--- src/rtl/shift_add_mult_seq_if.sv ---
// Operand/result bundle for the sequential shift-add multiplier.
// The requester drives start/sgn/D/Q; the multiplier drives busy/done/out.
interface shift_add_mult_seq_if #(
   parameter int M = 8,
   parameter int N = 8
);
   logic             start;
   logic             sgn;
   logic [M-1:0]     D;
   logic [N-1:0]     Q;
   logic             busy;
   logic             done;
   logic [M+N-1:0]   out;

   modport master (
      output start, sgn, D, Q,
      input  busy, done, out
   );

   modport slave (
      input  start, sgn, D, Q,
      output busy, done, out
   );
endinterface

--- src/rtl/shift_add_mult_seq.sv ---
// Sequential shift-add multiplier, M x N bits, signed or unsigned per operation.
// Operands are reduced to magnitudes at capture, multiplied unsigned over N
// iterations, and the sign is re-applied in a final FIX cycle. Fixed latency:
// done is high N+1 clocks after the accepting start edge.
module shift_add_mult_seq #(
   parameter int M = 8,
   parameter int N = 8
) (
   input  logic                 clk,
   input  logic                 rst,
   shift_add_mult_seq_if.slave  bus
);

   localparam int CW = $clog2(N + 1);

   if (M < 2 || N < 2) begin : g_bad_params
      $error("shift_add_mult_seq: M and N must both be >= 2");
   end

   typedef enum logic [1:0] {
      IDLE = 2'd0,
      CALC = 2'd1,
      FIX  = 2'd2
   } state_t;

   state_t          state;
   logic [M:0]      acc;      // partial-product high half, with carry bit
   logic [N-1:0]    qr;       // multiplier shift register, fills with product low bits
   logic [M-1:0]    dm;       // multiplicand magnitude
   logic [CW-1:0]   cnt;      // iterations completed
   logic            neg;      // result must be negated in FIX
   logic            busy_r;
   logic            done_r;
   logic [M+N-1:0]  out_r;

   logic [M-1:0]    d_mag;
   logic [N-1:0]    q_mag;
   logic [M:0]      sum;
   logic [M+N-1:0]  prod;
   logic [M+N-1:0]  result;
   logic            last;

   // Magnitude of the incoming operands. The most-negative value negates to
   // itself, which read as unsigned is exactly 2^(width-1), so no extra bit.
   assign d_mag  = (bus.sgn && bus.D[M-1]) ? (~bus.D + M'(1)) : bus.D;
   assign q_mag  = (bus.sgn && bus.Q[N-1]) ? (~bus.Q + N'(1)) : bus.Q;

   // One add step: conditionally add the multiplicand into the carry-extended
   // accumulator, then the FSM shifts {sum, qr} right by one.
   assign sum    = acc + (qr[0] ? {1'b0, dm} : {(M+1){1'b0}});
   assign last   = (cnt == CW'(N - 1));

   // After N shifts the product is {acc[M-1:0], qr}; the carry bit is always
   // clear by then because |D|*|Q| fits in M+N bits.
   assign prod   = {acc[M-1:0], qr};
   assign result = neg ? (~prod + (M+N)'(1)) : prod;

   assign bus.busy = busy_r;
   assign bus.done = done_r;
   assign bus.out  = out_r;

   // Control FSM and datapath registers; all outputs are registered.
   always_ff @(posedge clk or negedge rst) begin
      if (!rst) begin
         state  <= IDLE;
         acc    <= '0;
         qr     <= '0;
         dm     <= '0;
         cnt    <= '0;
         neg    <= 1'b0;
         busy_r <= 1'b0;
         done_r <= 1'b0;
         out_r  <= '0;
      end else begin
         case (state)
            IDLE: begin
               // Also the done cycle: a start here chains back-to-back.
               done_r <= 1'b0;
               if (bus.start) begin
                  neg    <= bus.sgn & (bus.D[M-1] ^ bus.Q[N-1]);
                  dm     <= d_mag;
                  qr     <= q_mag;
                  acc    <= '0;
                  cnt    <= '0;
                  busy_r <= 1'b1;
                  state  <= CALC;
               end
            end
            CALC: begin
               acc <= {1'b0, sum[M:1]};
               qr  <= {sum[0], qr[N-1:1]};
               cnt <= cnt + CW'(1);
               if (last) begin
                  state <= FIX;
               end
            end
            FIX: begin
               out_r  <= result;
               done_r <= 1'b1;
               busy_r <= 1'b0;
               state  <= IDLE;
            end
            default: begin
               state  <= IDLE;
               busy_r <= 1'b0;
               done_r <= 1'b0;
            end
         endcase
      end
   end

endmodule
--- src/flat_wrapper.sv ---
// flat-port wrapper written by rule: the top's interface ports become plain ports
module shift_add_mult_seq_flat 
#(
   parameter int M = 8,
   parameter int N = 8
)
  (clk, rst, bus_start, bus_sgn, bus_D, bus_Q, bus_busy, bus_done, bus_out);
  shift_add_mult_seq_if #(.M(M), .N(N)) bus_i ();
  input  logic clk;
  input  logic rst;
  input wire logic [$bits(bus_i.start)-1:0] bus_start;
  input wire logic [$bits(bus_i.sgn)-1:0] bus_sgn;
  input wire logic [$bits(bus_i.D)-1:0] bus_D;
  input wire logic [$bits(bus_i.Q)-1:0] bus_Q;
  output wire logic [$bits(bus_i.busy)-1:0] bus_busy;
  output wire logic [$bits(bus_i.done)-1:0] bus_done;
  output wire logic [$bits(bus_i.out)-1:0] bus_out;
  assign bus_i.start = bus_start;
  assign bus_i.sgn = bus_sgn;
  assign bus_i.D = bus_D;
  assign bus_i.Q = bus_Q;
  assign bus_busy = bus_i.busy;
  assign bus_done = bus_i.done;
  assign bus_out = bus_i.out;
  shift_add_mult_seq #(.M(M), .N(N)) u_core (.clk(clk), .rst(rst), .bus(bus_i));
endmodule
--- config.mk ---
export PLATFORM = sky130hd
export DESIGN_NAME = shift_add_mult_seq_flat
export DESIGN_NICKNAME = d
export VERILOG_FILES = /design/src/rtl/shift_add_mult_seq_if.sv /design/src/rtl/shift_add_mult_seq.sv /design/src/flat_wrapper.sv
export SDC_FILE = /design/constraint.sdc
export NUM_CORES = 1
export LEC_CHECK = 0
export CORE_MARGIN = 2
export CORE_UTILIZATION = 45
export DETAILED_ROUTE_END_ITERATION = 16
export PLACE_DENSITY = 0.76
export SLEW_MARGIN = 25
export SYNTH_ARGS = -nofsm -noshare
export SYNTH_HDL_FRONTEND = slang
export SYNTH_SLANG_ARGS = --single-unit
--- constraint.sdc ---
create_clock -name clk -period 2.7 [get_ports clk]
set_input_delay 0.54 -clock clk [delete_from_list [all_inputs] [get_ports clk]]
set_output_delay 0.54 -clock clk [all_outputs]
set_load 0.1 [all_outputs]
==> impl_metrics.py <==
metrics = {
    "outcome": {
        "status": "complete, no violations",
    },
    "clock_network": {
        "cts.sinks": 49,
        "clk_latency_ps": 300,
        "post_cts_resize_count": 0,
        "clock-root-buffer": "clkbuf_8",
        "cts_made_buffers": 5,
        "cts_tree": "yes",
        "cts_max_level": 2,
        "clockBufferDepth": 2,
        "post_cts_buffers": 0,
        "path_clk_slew_ps": 90,
        "cts_hold_buf": 0,
    },
    "finish": {
        "fin_util_pct": 53.6,
        "final_common_cell": "nand2_1",
        "nets": 382,
        "syn2layout_area_growth_pct": 16.8,
        "layout_common_cells": "56 x nand2_1, 49 x dfrtp_1, 35 x o21ai_0",
        "layout-drive-gt1-share_pct": 11.7,
        "antenna_cells": 0,
    },
    "floorplanning": {
        "core_sq_um": 6240,
        "rows": 29,
        "initial_core_util_pct": 45.9,
        "die_x_microns": 83.8,
        "die_h_microns": 83.8,
        "ios": 38,
        "die_area_sq_um": 7020,
    },
    "sta": {
        "fin_skew_ps": 9.55,
        "maxSlewHeadroom_pct": 49.0,
        "fin_crit_sh_pct": 87.8,
        "setup_tns_ps": 0,
        "fmax_mhz": 422,
        "slew_violations": 0,
        "fin_ws_ps": 330,
        "rsz0062_at_grt": "false",
        "period_needed_ps": 2370,
        "tightest_slew_ps": 763,
        "report.final.hold_viol_count": 0,
        "setup-violations-final": 0,
    },
    "drt": {
        "ant_nets": 0,
        "drc": 0,
        "drt_first_iter_violations": 111,
        "finalWirelength_microns": 5810,
        "vias": 2320,
        "vias_per_cell": 5.43,
        "routedWlPerCell_microns": 13.6,
        "drtPass1Iterations": 4,
    },
    "yosys": {
        "synth_edf_count": 0,
        "synth-seq-area-share_pct": 42.8,
        "synth.area.top_cells": "dfrtp_1 43%, nand2_1 7.3%, o21ai_0 6.1%",
        "yosysWarnings": 0,
        "yosysTopAreaCell": "dfrtp_1",
        "synthDistinctLibCells": 47,
        "netlist_area_sq_um": 2860,
        "synthFlopType": "dfrtp_1",
        "synthCells": 312,
        "synth_area_per_cell_sq_um": 9.18,
        "ys_ff_latch": 49,
        "async_reset_ff_share_pct": 100,
        "synth_nets": 345,
        "synth_top_area_share_pct": 42.8,
    },
    "power_and_ir_drop": {
        "p_int_uw": 2000,
        "leakage_uw": 0.00152,
        "p_seq_share_pct": 34.0,
        "p_clk_share_pct": 11.1,
        "pwr-share-comb_pct": 54.9,
        "vdd_drop_max_v": 0.000877,
        "p_per_area_nw_per_um2": 1260,
        "switching_share_pct": 52.6,
        "power.switching_uw": 2220,
    },
    "worst_setup_path": {
        "worstRegToRegCells": 8,
        "crit_family": "compound AO/OA/AOI/OAI gates",
        "critical_path_buf_inv_count": 0,
        "critPathCaptureType": "register",
        "crit_slowest_cell": "dfrtp_1",
        "crit_top_cell": "a21oi_1",
        "critical_path.max_fanout": 12,
        "slowest_delay_ps": 480,
        "critPathLaunch": "u_core.qr[0]$_DFFE_PN0P_",
        "required_ps": 2890,
        "path_cells": "and2_1 -> ha_1 -> fa_1 -> a21oi_1 -> o211ai_1 -> a211oi_1 -> a21oi_1 -> a22o_1",
        "cp_num_cells": 8,
        "start_kind": "register",
        "arrival_ps": 2560,
        "crit_type": "register to register",
        "timing.rr.start": "u_core.qr[0]$_DFFE_PN0P_",
    },
    "worst_hold_path": {
        "hold_class": "input pin to async pin",
    },
    "grt": {
        "grtUsageTotal_pct": 17.8,
        "grt_pass1_vias": 2323,
        "grt_max_degree": 32,
        "grt_overflow": 0,
        "grt_pass1_wl_microns": 10400,
        "antenna_found_initial": 0,
    },
    "placed_design": {
        "gp_congestion": 0.888,
        "io_buffers": 37,
        "place_ws_ps": 414,
        "dpl.hpwl_microns": 4460,
    },
    "run": {
        "max-cap-violations": 0,
    },
}
## metal layers
metal	part of all wire, %	vias up	track usage, %
li1	-	1163	-
met1	47	1069	23.5
met2	46	73	28.9
met3	5.1	15	3.36
met4	2.1	0	7.18
met5	0	-	0
## final cells by class
| class | instances | area, sq um |
|---|---|---|
| clock inverter | 1 | 5.00 |
| fill | 593 | 2900 |
| inverter | 11 | 41.3 |
| clock buffer | 7 | 96.3 |
| sequential | 49 | 1230 |
| tap | 77 | 96.3 |
| timing repair buffer | 43 | 365 |
| multi-input combinational | 239 | 1520 |
## synthesized netlist by cell type, types with 5 or more instances
cell      number
nand2_1       56
ha_1          12
nand3_1        9
o21ai_1        7
nand2b_1       5
a22oi_1        6
clkbuf_1       6
and2_1         8
a21oi_1        7
nor2_1        16
xnor2_1       11
dfrtp_1       49
xor2_1        18
inv_1         11
o21ai_0       35
## per-stage QoR
stage               hold slack, ps  area [sq um]  total power [uW]  instances
floorplan                      244          2860              3250        312
global placement               456          3240              3700        419
detailed placement             461          3240              3770        419
CTS                            173          3350              4250        427
global route                   190          3350              4540        427
finish                         169          3350              4220        427
## state kept, by name (all words and copies together), names as in the netlist, 2 cells and up
register and cells:
u_core.state 2, u_core.acc 8, u_core.qr 8, u_core.dm 8, u_core.cnt 4, u_core.bus.out 16
## path summary, 6_finish.rpt
path                       slack, ps                     endpoint
min reg2reg                      480     u_core.dm[2]$_DFFE_PN0P_
max                              330    u_core.acc[5]$_DFFE_PN0P_
max reg2reg                      330    u_core.acc[5]$_DFFE_PN0P_
min in group clk                 480     u_core.dm[2]$_DFFE_PN0P_
max in group asynchronous       1780  u_core.bus.done$_DFFE_PN0N_
min                              170  u_core.state[1]$_DFFE_PN0P_
## power by group through the flow
stage	registers, uW	logic [uW]	clock network, uW
after floorplan	2230	1020	0
after global placement	1420	2280	0
after detailed placement	1450	2320	0
after CTS	1430	2330	485
after global routing	1500	2530	511
final	1430	2320	470
## cells by family (layout without fill, tap and decap cells)
logic type | Yosys count | count (layout) | share of synthesized area [%]
AO/OA/AOI/OAI | 81 | 81 | 18.1
XOR/XNOR | 29 | 29 | 8.87
adder cells (fa/ha/maj) | 13 | 13 | 5.94
buffers and inverters | 24 | 62 | 4.28
flip-flops | 49 | 49 | 42.8
multiplexers | 4 | 4 | 1.44
AND/OR/NAND/NOR | 112 | 112 | 18.6
(Power assumes the default switching activity.)
